==> src/rtl/drum_pkg.sv <==
// Shared types and constants for the drum accumulator datapath.
// Holds the FSM state encoding, default widths and saturation bounds.
package drum_pkg;

   localparam int unsigned DefProdW = 16;
   localparam int unsigned DefAccW  = 24;
   localparam int unsigned DefLenW  = 6;

   typedef enum logic [1:0] {
      StIdle = 2'd0,
      StAcc  = 2'd1,
      StHold = 2'd2
   } mac_state_e;

   // Largest signed value representable in w bits, carried at 64 bits.
   function automatic logic signed [63:0] acc_max(input int unsigned w);
      return (64'sd1 <<< (w - 1)) - 64'sd1;
   endfunction

   function automatic logic signed [63:0] acc_min(input int unsigned w);
      return -(64'sd1 <<< (w - 1));
   endfunction

endpackage

==> src/rtl/drum_sat_add.sv <==
// Combinational signed saturating adder: acc (ACC_W) + sign-extended product (PROD_W).
// Clamps to the ACC_W signed range and flags the clamp on ovf.
module drum_sat_add
   import drum_pkg::*;
#(
   parameter int unsigned PROD_W = DefProdW,
   parameter int unsigned ACC_W  = DefAccW
) (
   input  logic [ACC_W-1:0]  a,
   input  logic [PROD_W-1:0] b,
   output logic [ACC_W-1:0]  sum,
   output logic              ovf
);

   localparam logic [ACC_W-1:0] AccMax = ACC_W'(acc_max(ACC_W));
   localparam logic [ACC_W-1:0] AccMin = ACC_W'(acc_min(ACC_W));

   logic [ACC_W:0] a_ext;
   logic [ACC_W:0] b_ext;
   logic [ACC_W:0] wide;

   always_comb begin
      a_ext = {a[ACC_W-1], a};
      b_ext = {{(ACC_W + 1 - PROD_W){b[PROD_W-1]}}, b};
      wide  = a_ext + b_ext;
      // One guard bit suffices: the two top bits disagree only on overflow.
      ovf   = wide[ACC_W] ^ wide[ACC_W-1];
      if (!ovf) begin
         sum = wide[ACC_W-1:0];
      end else if (wide[ACC_W]) begin
         sum = AccMin;
      end else begin
         sum = AccMax;
      end
   end

endmodule

==> src/rtl/drum_mac_acc.sv <==
// Accumulates a programmed number of signed drum products into a saturating
// accumulator and hands the dot-product out over a valid/ready port.
module drum_mac_acc
   import drum_pkg::*;
#(
   parameter int unsigned PROD_W = DefProdW,
   parameter int unsigned ACC_W  = DefAccW,
   parameter int unsigned LEN_W  = DefLenW
) (
   input  logic              clk,
   input  logic              rst,
   input  logic              start,
   input  logic [LEN_W-1:0]  len,
   input  logic              in_valid,
   output logic              in_ready,
   input  logic [PROD_W-1:0] in_prod,
   output logic              out_valid,
   input  logic              out_ready,
   output logic [ACC_W-1:0]  out_acc,
   output logic              out_sat,
   output logic              busy
);

   mac_state_e        state_q, state_d;
   logic [ACC_W-1:0]  acc_q, acc_d;
   logic [LEN_W-1:0]  cnt_q, cnt_d;
   logic              sat_q, sat_d;

   logic [ACC_W-1:0]  add_sum;
   logic              add_ovf;

   drum_sat_add #(
      .PROD_W (PROD_W),
      .ACC_W  (ACC_W)
   ) u_sat_add (
      .a   (acc_q),
      .b   (in_prod),
      .sum (add_sum),
      .ovf (add_ovf)
   );

   always_comb begin
      state_d = state_q;
      acc_d   = acc_q;
      cnt_d   = cnt_q;
      sat_d   = sat_q;
      unique case (state_q)
         StIdle: begin
            if (start) begin
               acc_d   = '0;
               sat_d   = 1'b0;
               cnt_d   = len;
               state_d = (len == '0) ? StHold : StAcc;
            end
         end
         StAcc: begin
            if (in_valid) begin
               acc_d = add_sum;
               sat_d = sat_q | add_ovf;
               cnt_d = cnt_q - LEN_W'(1);
               if (cnt_q == LEN_W'(1)) begin
                  state_d = StHold;
               end
            end
         end
         StHold: begin
            // start is deliberately not looked at here, even on the handoff cycle.
            if (out_ready) begin
               state_d = StIdle;
            end
         end
         default: state_d = StIdle;
      endcase
   end

   always_ff @(posedge clk or posedge rst) begin
      if (rst) begin
         state_q <= StIdle;
         acc_q   <= '0;
         cnt_q   <= '0;
         sat_q   <= 1'b0;
      end else begin
         state_q <= state_d;
         acc_q   <= acc_d;
         cnt_q   <= cnt_d;
         sat_q   <= sat_d;
      end
   end

   always_comb begin
      in_ready  = (state_q == StAcc);
      out_valid = (state_q == StHold);
      busy      = (state_q != StIdle);
      out_acc   = acc_q;
      out_sat   = sat_q;
   end

endmodule

==> config.mk <==
export PLATFORM = sky130hd
export DESIGN_NAME = drum_mac_acc
export DESIGN_NICKNAME = d
export VERILOG_FILES = /design/src/rtl/drum_pkg.sv /design/src/rtl/drum_sat_add.sv /design/src/rtl/drum_mac_acc.sv
export SDC_FILE = /design/constraint.sdc
export NUM_CORES = 1
export LEC_CHECK = 0
export ABC_AREA = 1
export CAP_MARGIN = 30
export CELL_PAD_IN_SITES_DETAIL_PLACEMENT = 0
export CELL_PAD_IN_SITES_GLOBAL_PLACEMENT = 1
export CORE_MARGIN = 8
export CORE_UTILIZATION = 38
export CTS_BUF_LIST = sky130_fd_sc_hd__clkbuf_4 sky130_fd_sc_hd__clkbuf_8 sky130_fd_sc_hd__clkbuf_16
export DETAILED_ROUTE_END_ITERATION = 10
export PLACE_DENSITY = 0.87
export REMOVE_ABC_BUFFERS = 1
export SYNTH_ARGS = -nofsm -noshare
export SYNTH_HDL_FRONTEND = slang
export SYNTH_SLANG_ARGS = --single-unit
==> constraint.sdc <==
create_clock -name clk -period 2.5 [get_ports clk]
set_input_delay 0.5 -clock clk [delete_from_list [all_inputs] [get_ports clk]]
set_output_delay 0.5 -clock clk [all_outputs]
set_load 0.05 [all_outputs]
# ---- Word level (Yosys, flattened, before mapping)
# Cells that the tools add are included.
dict set report word_totals {
  regBits 33
  latchBits 0
  ram_bits 0
  romBits 0
  out_inout_bits 28
  n_memories 0
}
dict set report classes {
  addsub 2
  mul 0
  div 0
  magnitude_cmp 0
  n_eq_ne 7
  n_shift 0
  n_mux 17
  n_bitwise 2
  reduce_logical 6
}
# cell count
set op_table {}
lappend op_table {{$mux W24} 4}
lappend op_table {{$pmux W24 S2} 1}
lappend op_table {{$add A24 B16 Y25} 1}
lappend op_table {{$mux W6} 2}
lappend op_table {{$pmux W6 S2} 1}
lappend op_table {{$mux W2} 5}
lappend op_table {{$eq A6 B1 Y1 const B} 1}
lappend op_table {{$logic_not A6 Y1} 1}
lappend op_table {{$pmux W2 S3} 1}
lappend op_table {{$sub A6 B1 Y6 const B} 1}
lappend op_table {{$ne A2 B1 Y1 const B} 2}
lappend op_table {{$ne A2 B2 Y1 const B} 2}
lappend op_table {{$reduce_and A4 Y1} 1}
lappend op_table {{$reduce_bool A2 Y1} 2}
lappend op_table {{$reduce_and A3 Y1} 1}
lappend op_table {{$eq A2 B1 Y1 const B} 1}
lappend op_table {{$eq A2 B2 Y1 const B} 1}
lappend op_table {{$logic_not A2 Y1} 1}
lappend op_table {{$mux W1} 2}
lappend op_table {{$pmux W1 S2} 1}
lappend op_table {{$or A1 B1 Y1} 1}
lappend op_table {{$xor A1 B1 Y1} 1}

# ---- Depth between registers and ports, before layout
# Gate-level depths: netlist of the first run.
dict set report logic_depth {
  depth_word 5
  ltp_mapped 16
  mapped_depth_nobuf 15
}

# ---- Modules after synthesis
# A second synthesis of the first run with hierarchy kept.
dict set report hier_totals {
  cells_unflattened 567
  hier_area_um2 3544.6
}
# mod instances cells_per_inst area_each_um2 seq_area_each_um2
set by_module_without_submodules {}
lappend by_module_without_submodules {drum_sat_add 1 356 1929.4 0.0}
lappend by_module_without_submodules {drum_mac_acc 1 211 1615.3 825.8}

# ---- Worst setup path after synthesis of the first run
# OpenSTA, ideal clock, no wires.
dict set report synth_path {
  path_kind {flip-flop to flip-flop}
  startpoint {register acc_q[0], in the netlist out_acc[0]}
  endpoint {register acc_q[9], in the netlist out_acc[9]}
  setup_ns 0.123
  t_arrival_ns 2.400
  t_required_ns 2.377
  path_slack_ns -0.023
  path_stages_with_launch 16
  n_path_buf 1
  period_less_slack_ns 2.523
  cell_sequence {dfrtp_1 ha_1 fa_1 nand2_1 nand2_1 nand3_1 nand2_2 nand2_1 nand3_1 nand2_1 nand2_2 nand2_4 nand2_4 buf_6 o21ai_0 nand2_1}
}
dict set report synth_via {
  elab_chain_len 5
  word_cells_on_any_way 6
  cone_classes {1 x add/sub; 4 x mux; 1 x bitwise}
}
# element line
set synth_rtl {}
lappend synth_rtl {{start: declaration} drum_mac_acc.sv:25} ;# logic [ACC_W-1:0] acc_q, acc_d;
lappend synth_rtl {{start signal: assignment} drum_mac_acc.sv:79} ;# acc_q <= '0;
lappend synth_rtl {{start signal: assignment} drum_mac_acc.sv:84} ;# acc_q <= acc_d;
lappend synth_rtl {{$add A24 B16 Y25 *} drum_sat_add.sv:25} ;# wide = a_ext + b_ext;
lappend synth_rtl {{$mux W24 / $xor A1 B1 Y1 (equally long branches)} {drum_sat_add.sv:30, drum_sat_add.sv:27}}
lappend synth_rtl {{$mux W24 *} drum_sat_add.sv:28} ;# if (!ovf) begin
lappend synth_rtl {{$mux W24 *} drum_mac_acc.sv:57} ;# if (in_valid) begin
lappend synth_rtl {{$pmux W24 S2 *} drum_mac_acc.sv:47} ;# unique case (state_q)
# Mark *: on every way between the ends. The rest lies on a longest branch, timed or not. The select of a mux whose other input is x is not followed.
# A chain may end at the register's enable or synchronous reset.

# ---- Worst setup path in the final report of the first run
dict set report layout_path {
  startpoint {input port in_prod[3]}
  endpoint {register acc_q[12], in the netlist out_acc[12]}
}
dict set report layout_via {
  elab_chain_len 5
  word_cells_on_any_way 6
  cone_classes {1 x add/sub; 4 x mux; 1 x bitwise}
}
# element line
set layout_rtl {}
lappend layout_rtl {{start: declaration} drum_mac_acc.sv:16} ;# input logic [PROD_W-1:0] in_prod,
lappend layout_rtl {{$add A24 B16 Y25 *} drum_sat_add.sv:25}
lappend layout_rtl {{$mux W24 / $xor A1 B1 Y1 (equally long branches)} {drum_sat_add.sv:30, drum_sat_add.sv:27}}
lappend layout_rtl {{$mux W24 *} drum_sat_add.sv:28}
lappend layout_rtl {{$mux W24 *} drum_mac_acc.sv:57}
lappend layout_rtl {{$pmux W24 S2 *} drum_mac_acc.sv:47}
# Marked as above.

==> results of run 1 <==
-- layout by cell type (no fill, tap or decap), drive strengths merged, types with 2 or more instances in the layout --
cell type      netlist  layout
clkdlybuf4s50        0      40
o21ai               31      31
nand4               12      12
nand2              194     194
o21bai               7       7
xnor2                6       6
o31ai                2       2
nor3                 7       7
xor2                11      11
nor2                40      40
nand3               21      21
or2                  2       2
buf                  5      87
a21oi               30      30
ha                  26      26
dfrtp               33      33
inv                 54      54
and2                 2       2
dlymetal6s2s         0      12
clkinvlp             0       3
clkbuf               2       6
-- stage by stage --
| step | std cells | power, uW |
|---|---|---|
| after floorplan | 484 | 3740 |
| after global placement | 721 | 5550 |
| after detailed placement | 721 | 5600 |
| after CTS | 734 | 6410 |
| after global routing | 738 | 7330 |
| final | 738 | 6790 |
-- Yosys cell counts (all sizes together) --
| cell type | count |
|---|---|
| nand2 | 194 |
| inv | 54 |
| nor2 | 40 |
| dfrtp | 33 |
| o21ai | 31 |
| a21oi | 30 |
| ha | 26 |
| nand3 | 21 |
| nand4 | 12 |
| xor2 | 11 |
| nor3 | 7 |
| o21bai | 7 |
| xnor2 | 6 |
| buf | 5 |
| and2 | 2 |
| clkbuf | 2 |
| o31ai | 2 |
| or2 | 2 |
| a21boi | 1 |
| a31oi | 1 |
| fa | 1 |
| nand3b | 1 |
| o211ai | 1 |
| or4 | 1 |
-- critical path, cell delays in order --
cell,delay (ns)
clkdlybuf4s50_1,0.40
ha_1,0.33
or2_1,0.25
nand3_2,0.09
nand2_2,0.08
nand2_2,0.11
nand3_2,0.07
nand2_1,0.09
nand2_2,0.10
a21oi_4,0.23
buf_12,0.16
buf_12,0.13
o21ai_2,0.06
nand2_1,0.06
-- kinds of logic after synthesis --
| family | after synthesis | synth area share [%] |
|---|---|---|
| adders and majority gates | 27 | 11.0 |
| buffers and inverters | 61 | 7.83 |
| AOI/OAI and AO/OA | 73 | 13.0 |
| DFF | 33 | 26.2 |
| and+or+nand+nor | 280 | 37.3 |
| xor gates and xnor gates | 17 | 4.73 |
-- worst min-delay path by stage --
stage,startpoint,to,slack (ns),depth (start not counted)
detailed placement,out_acc[13],out_acc[13],0.50,2
CTS,out_acc[13],out_acc[13],0.52,2
floorplan,cnt_q[5],cnt_q[5],0.48,2
finish,out_acc[3],out_acc[3],0.52,2
global route,out_acc[3],out_acc[3],0.56,2
global placement,out_acc[0],out_acc[0],0.49,2
-- timing repair --
action	4_1_cts	5_1_grt
hold buffers	0	0
gates cloned	3	1
resized for setup	30	59
setup endpoints to repair	23	24
setup buffers	2	3
pin swaps	4	23
-- sequential cells by signal, summed over array words and instances, names as in the netlist --
signal / cells
cnt_q: 6
state_q: 2
out_sat: 1
out_acc: 24
-- per-layer routing --
metal / wire, um / vias up
met1: 5130 / 1675
met4: 142 / 0
met3: 417 / 12
met5: 0 / -
met2: 5040 / 68
li1: - / 1867
-- power by group --
group	total, uW	switching (uW)	internal [uW]
Clock	440	244	196
Combinational	5310	2980	2330
Sequential	1040	263	776
Total	6790	3490	3300
-- area by class of cell --
cell class                      instances  area share, %
Clock buffer                            5           1.37
Clock inverter                          3          0.448
Inverter                               54           4.03
Multi-Input combinational cell        397           48.8
Sequential cell                        33           16.4
Tap cell                              105           2.61
Timing Repair Buffer                  141           26.3
==> impl_metrics.json, run 1 <==
{
  "grt_pass1_vias": 3688,
  "clkSinkCount": 33,
  "gr-usage-met3_pct": 2.76,
  "cts_tree": "yes",
  "root_buffer": "clkbuf_8",
  "cts_buffers": 5,
  "period_minus_slack_ns": 2.42,
  "drt-pass1-iter-count": 4,
  "ys_ff_latch": 33,
  "grt_first_pass_wirelength_um": 17300,
  "num_antenna_cells": 0,
  "drv_cap": 0,
  "synth_sequential_area_ratio_pct": 26.2,
  "syn_to_final_growth_pct": 59.6,
  "synth_warnings": 0,
  "drc": 0,
  "fp.coreArea_sq_mm": 0.00813,
  "ir_drop_v": 0.000628,
  "htree_levels": 2,
  "r2r-start": "out_acc[0]",
  "regArea_sq_um": 826,
  "vias": 3622,
  "synth.distinct_cells": 32,
  "synth.avg_cell_area_sq_um": 6.41,
  "clockBufferDepth": 2,
  "hold_viol_final": 0,
  "yosys.area.top_type": "dfrtp_1",
  "reg2reg_to": "out_acc[12]",
  "dieWidth_um": 107,
  "end_kind": "flip-flop",
  "r2r_cells": 15,
  "critPathRequiredTime_ns": 2.74,
  "crit_path_max_fanout": 6,
  "final_core_util_pct": 61.8,
  "relSlewSlack_pct": 62.0,
  "critPathLaunch": "in_prod[3]",
  "status": "completed",
  "viasPerCell": 4.91,
  "layout_setup_ws_ns": 0.0773,
  "io_pins": 55,
  "grt_use_total_pct": 18.6,
  "numPortBuffers": 54,
  "postLayoutCellArea_sq_mm": 0.00503,
  "arrival_ns": 2.66,
  "synthTopCellsByArea": "dfrtp_1, nand2_1, ha_1",
  "setup_viol": 0,
  "crit_path_end": "out_acc[12]",
  "pwr_density_cell_mw_per_mm2": 1350,
  "cp-start-kind": "input pin",
  "period_share_pct": 96.9,
  "worst_pin_slew_ns": 0.569,
  "worst_hold_slack_ns": 0.521,
  "fin_nets": 686,
  "multi_input_area_sq_mm": 0.00245,
  "antenna_found_initial": 0,
  "synthCells": 491,
  "rows": 33,
  "met1_usage_pct": 24.5,
  "grt_start_max_net_pins": 34,
  "crit_type": "input pin to flip-flop",
  "gp_congestion": 0.910,
  "overflow": 0,
  "clk_pin_slew_ns": 0.08,
  "place_area_sq_mm": 0.00437,
  "ant_nets": 0,
  "fmax_mhz": 413,
  "pre_cts_ws_ns": -0.406,
  "die_h_um": 107,
  "synth_area_sq_mm": 0.00315,
  "layout-drive-gt1-share_pct": 26.7,
  "routedWlPerCell_um": 14.5,
  "drtIter0Drc": 109,
  "dieArea_sq_mm": 0.0115,
  "dp_hpwl_um": 7980,
  "clock_latency_ns": 0.30,
  "wirelength_um": 10700,
  "filler_cell_count": 750,
  "p_leak_uw": 0.00260,
  "maxSlewViolCount": 0,
  "min_path_type": "flip-flop to flip-flop",
  "grt_use_met2_pct": 30.8,
  "busiest_layer": "met2",
  "fin_tns_setup_ns": 0,
  "skew_ns": 0.00857,
  "initial_core_util_pct": 38.7,
  "r2r_slack_ns": 0.13,
  "synth_top_area_share_pct": 26.2
}
Power figures use the tool's default switching activity.
==> run 2, diff against run 1 <==
Settings changed: CTS_CLUSTER_SIZE set to 30, REMOVE_ABC_BUFFERS 1 to not set.
==> run 2 against run 1 <==
Compared with the run above:
- sequential power is essentially flat
- flip-flop and latch count is the same
- die area is the same
- register-to-register slack gained 0.03 ns
- global-route usage shrank 0.41 points
- worst hold slack is essentially flat
- non-clock buffer count grew 5
- maximum frequency grew 1.9%
- via count grew 1.7%
- utilization grew 0.26 points
- sequential share of layout area is essentially flat
- largest power group unchanged
==> impl_metrics.json, run 2 (same netlist as run 1, synthesis figures left out) <==
{
  "layout_commonest_cell": "nand2_1",
  "critPathLaunch": "in_prod[7]",
  "largest_register_ffs": 24,
  "r2r_slack_ns": 0.16,
  "arrival_ns": 2.61,
  "hold_viol_final": 0,
  "period_minus_slack_ns": 2.38,
  "gp_congestion": 0.915,
  "clkSinkCount": 33,
  "crit_path_max_fanout": 5,
  "ant_nets": 0,
  "mostFrequentLayoutCells": "nand2_1, buf_4, inv_1",
  "relSlewSlack_pct": 66.1,
  "status": "completed",
  "routedWlPerCell_um": 14.3,
  "postLayoutCellArea_sq_mm": 0.00505,
  "combPwrFrac_pct": 78.2,
  "antenna_found_initial": 0,
  "rows": 33,
  "setup_viol": 0,
  "place_area_sq_mm": 0.00445,
  "r2r-start": "out_acc[0]",
  "p_leak_uw": 0.00263,
  "clockBufferDepth": 2,
  "cts_buffers": 5,
  "fin_nets": 691,
  "pwr_density_cell_mw_per_mm2": 1340,
  "worst_pin_slew_ns": 0.507,
  "maxSlewViolCount": 0,
  "root_buffer": "clkbuf_8",
  "intPower_uw": 3300,
  "ir_drop_v": 0.000691,
  "layout-drive-gt1-share_pct": 27.9,
  "clkPwrFrac_pct": 6.3,
  "drt-pass1-iter-count": 5,
  "crit_path_end": "out_acc[1]",
  "skew_ns": 0.00735,
  "total_power_uw": 6740,
  "drv_cap": 0,
  "initial_core_util_pct": 38.7,
  "syn_to_final_growth_pct": 60.3,
  "syn_nets": 545,
  "drc": 0,
  "crit_type": "input pin to flip-flop",
  "period_share_pct": 95.1,
  "grt_use_total_pct": 18.2,
  "dieWidth_um": 107,
  "final_core_util_pct": 62.1,
  "drtIter0Drc": 152,
  "grt_start_max_net_pins": 34,
  "reg2reg_to": "out_acc[1]",
  "fin_tns_setup_ns": 0,
  "r2r_cells": 14,
  "clk_pin_slew_ns": 0.07,
  "fp.coreArea_sq_mm": 0.00813,
  "numPortBuffers": 54,
  "clock_latency_ns": 0.29,
  "fmax_mhz": 421,
  "dp_hpwl_um": 8010,
  "vias": 3684,
  "viasPerCell": 4.96,
  "p_switching_uw": 3450,
  "cp-start-kind": "input pin",
  "switching_share_pct": 51.1,
  "grt_first_pass_wirelength_um": 17000,
  "die_h_um": 107,
  "seqPwrFrac_pct": 15.5,
  "dieArea_sq_mm": 0.0115,
  "cts_tree": "yes",
  "overflow": 0,
  "rsz0062_at_grt": "false",
  "grt_pass1_vias": 3736,
  "wirelength_um": 10600,
  "min_path_type": "flip-flop to flip-flop",
  "num_antenna_cells": 0,
  "end_kind": "flip-flop",
  "htree_levels": 2,
  "critPathRequiredTime_ns": 2.73,
  "io_pins": 55
}
run 2: changes by cell type in the layout (fill, tap and decap cells not counted), moves of 3 or more:
cell / before / now
nor2_1: 32 / 29
clkinvlp_4: 3 / 0
o21ai_2: 4 / 1
buf_6: 2 / 5
buf_4: 80 / 86
run 2: power by group through the flow:
stage          Sequential [uW]  Clock [uW]  Combinational [uW]
4_1_cts                   1010         438                4920
6_report                  1050         425                5270
5_1_grt                   1080         454                5790
3_3_place_gp               992           0                4640
2_1_floorplan             1510           0                2320
3_5_place_dp               996           0                4710
run 2: worst min path at each step:
stage	start	endpoint	slack [ns]	cells past startpoint
final	out_acc[0]	out_acc[0]	0.52	2
after global routing	cnt_q[5]	cnt_q[5]	0.56	2
after CTS	out_acc[14]	out_acc[14]	0.52	2
after detailed placement	out_acc[14]	out_acc[14]	0.50	2
after global placement	out_acc[4]	out_acc[4]	0.49	2
after floorplan	cnt_q[5]	cnt_q[5]	0.48	2
run 2: layer usage:
layer / global-route usage (%) / part of all wire, % / vias up
met2: 32.1 / 49 / 79
met1: 21.9 / 45 / 1714
met4: 7.44 / 2.2 / 0
li1: - / - / 1875
met5: 0 / 0 / -
met3: 2.04 / 3.6 / 16
run 2: cell type report:
cell class	instances	area [sq um]
clock buffer	6	76.3
clock inverter	2	10.0
fill	725	3090
inverter	54	203
multi-input combinational	397	2490
sequential	33	827
tap	105	131
timing repair buffer	146	1310
run 2: worst max-delay path, cell delays in order:
cell and delay, ns:
clkdlybuf4s50_1 0.51, ha_4 0.23, nand2_1 0.06, nand2_1 0.08, a21oi_2 0.16, nand2_2 0.09
nand2_2 0.09, nand3_2 0.09, nand2_2 0.11, nand2_4 0.08, a21oi_4 0.29, clkbuf_16 0.21
o21ai_1 0.06, nand2_1 0.05
run 2: timing repair:
action	in CTS	in global routing
pin swaps	2	16
gates cloned	2	1
gates resized for setup	27	66
endpoints found under the setup margin	24	24
setup buffers	0	1
hold buffers	0	0
run 2: through the flow:
stage          setup slack [ns]  hold WS, ns  cells
3_5_place_dp             -0.418        0.495    731
6_report                  0.123        0.520    743
4_1_cts                  0.0444        0.515    741
3_3_place_gp             -0.372        0.491    731
2_1_floorplan            0.0796        0.477    491
5_1_grt                0.000589        0.558    743
==> run 3, diff against run 2 <==
Clock period 2.5 ns to 2.22 ns, I/O delays scaled along.
==> run 3 against run 2 <==
Compared with the run above:
- the flow now finishes with violations (negative setup slack)
- combinational power up 35%
- worst hold slack better by 0.023 ns
- largest power group unchanged
- worst setup slack worse by 0.16 ns
==> impl_metrics.json, run 3 (same netlist as run 1, synthesis figures left out) <==
{
  "maxSlewViolCount": 0,
  "overflow": 0,
  "ant_nets": 0,
  "cp-start-kind": "flip-flop",
  "hold_viol_final": 0,
  "syn_nets": 545,
  "total_power_uw": 9010,
  "fin_nets": 721,
  "cp_cell_sequence": "ha_4 > fa_2 > nand2_2 > nand2_2 > nand3_2 > nand2_2 > nand2_4 > nand3_4 > nand2_2 > nand2_4 > buf_6 > nand2_8 > buf_12 > nand3_2 > nand2_1 > nand2_1",
  "drtIter0Drc": 228,
  "skew_ns": 0.00281,
  "die_h_um": 107,
  "antenna_found_initial": 0,
  "pwr_density_cell_mw_per_mm2": 1620,
  "fin_tns_setup_ns": -0.188,
  "viasPerCell": 4.95,
  "critPathRequiredTime_ns": 2.41,
  "rsz0062_at_grt": "true",
  "dieWidth_um": 107,
  "wirelength_um": 11800,
  "period_share_pct": 102,
  "mostFrequentLayoutCells": "nand2_1, buf_4, inv_1",
  "routedWlPerCell_um": 15.2,
  "layout_commonest_cell": "nand2_1",
  "cpMostUsedCell": "nand2_2",
  "root_buffer": "clkbuf_8",
  "cp_top_family": "simple AND/OR/NAND/NOR gates",
  "drc": 0,
  "rows": 33,
  "clkSinkCount": 33,
  "grt_first_pass_wirelength_um": 19200,
  "num_antenna_cells": 0,
  "cts_buffers": 5,
  "clk_pin_slew_ns": 0.08,
  "ir_drop_v": 0.000805,
  "clockBufferDepth": 2,
  "syn_to_final_growth_pct": 76.2,
  "min_path_type": "flip-flop to flip-flop",
  "dieArea_sq_mm": 0.0115,
  "fmax_mhz": 442,
  "fp.coreArea_sq_mm": 0.00813,
  "clock_latency_ns": 0.29,
  "worst_pin_slew_ns": 0.509,
  "grt_pass1_vias": 4056,
  "vias": 3828,
  "period_minus_slack_ns": 2.26,
  "arrival_ns": 2.45,
  "io_pins": 55,
  "violations": "negative setup slack",
  "initial_core_util_pct": 38.7,
  "end_kind": "flip-flop",
  "crit_path_top_delay_cell": "dfrtp_2",
  "htree_levels": 2,
  "cts_tree": "yes",
  "numPortBuffers": 54,
  "layout-drive-gt1-share_pct": 37.7,
  "cp_num_buf_inv": 2,
  "cts_hold_buf": 0,
  "grt_start_max_net_pins": 34,
  "crit_path_max_fanout": 7,
  "pre_cts_ws_ns": -1.20,
  "grt_use_total_pct": 20.5,
  "p_leak_uw": 0.00276,
  "relSlewSlack_pct": 66.0,
  "layout_setup_ws_ns": -0.0399,
  "drv_cap": 0,
  "critPathMaxStageDelay_ns": 0.43,
  "drt-pass1-iter-count": 4,
  "largest_register_ffs": 24,
  "gp_congestion": 0.947,
  "worst_hold_slack_ns": 0.543,
  "dp_hpwl_um": 8080,
  "status": "complete, but fails checks",
  "setup_viol": 14,
  "crit_type": "flip-flop to flip-flop"
}
## run 3: area by class of cell
cell class / count / area [sq um]
multi-input combinational: 400 / 2730
timing repair buffer: 173 / 1500
sequential: 33 / 847
clock inverter: 3 / 65.1
inverter: 54 / 203
clock buffer: 5 / 68.8
tap: 105 / 131
fill: 670 / 2590
## run 3: tightest hold or removal path: cells and delay by family (launching register included)
family	cells	cell delay, ns
AOI/OAI and AO/OA	1	0.06
DFF	1	0.38
and+or+nand+nor	1	0.06
## run 3: worst paths after layout
kind                             from  slack (ns)  depth (start not counted)          end
max reg2reg                out_acc[0]       -0.04                         16  out_acc[19]
max in group asynchronous         rst        1.33                          3  out_acc[15]
min                          cnt_q[5]        0.54                          2     cnt_q[5]
min reg2reg                  cnt_q[5]        0.54                          2     cnt_q[5]
max                        out_acc[0]       -0.04                         16  out_acc[19]
min in group asynchronous         rst        0.55                          3     cnt_q[1]
## run 3: timing repair
item,CTS,global route
gates resized for setup,92,44
endpoints found under the setup margin,25,25
setup buffers,8,7
cloned,4,0
pin swaps,34,29
## run 3: report_power, final
group / leakage (uW) / total (uW) / internal, uW / switching [uW]
clock network: 0.0000681 / 706 / 447 / 260
registers: 0.000395 / 1170 / 899 / 271
logic: 0.00230 / 7130 / 3160 / 3970
## run 3: per-layer routing
metal / vias to the layer above / global-route usage, % / routed length (um)
li1: 1945 / - / -
met1: 1762 / 25.0 / 5100
met2: 98 / 36.3 / 5830
met3: 23 / 2.52 / 525
met4: 0 / 6.83 / 303
met5: - / 0 / 0
## run 3: metrics by stage
step           utilization, %  cells  cell area, sq um
4_1_cts                  65.7    767              5340
6_report                 68.2    773              5550
3_3_place_gp             57.2    747              4650
2_1_floorplan               -    491              3210
3_5_place_dp             57.2    747              4650
5_1_grt                  68.2    773              5550
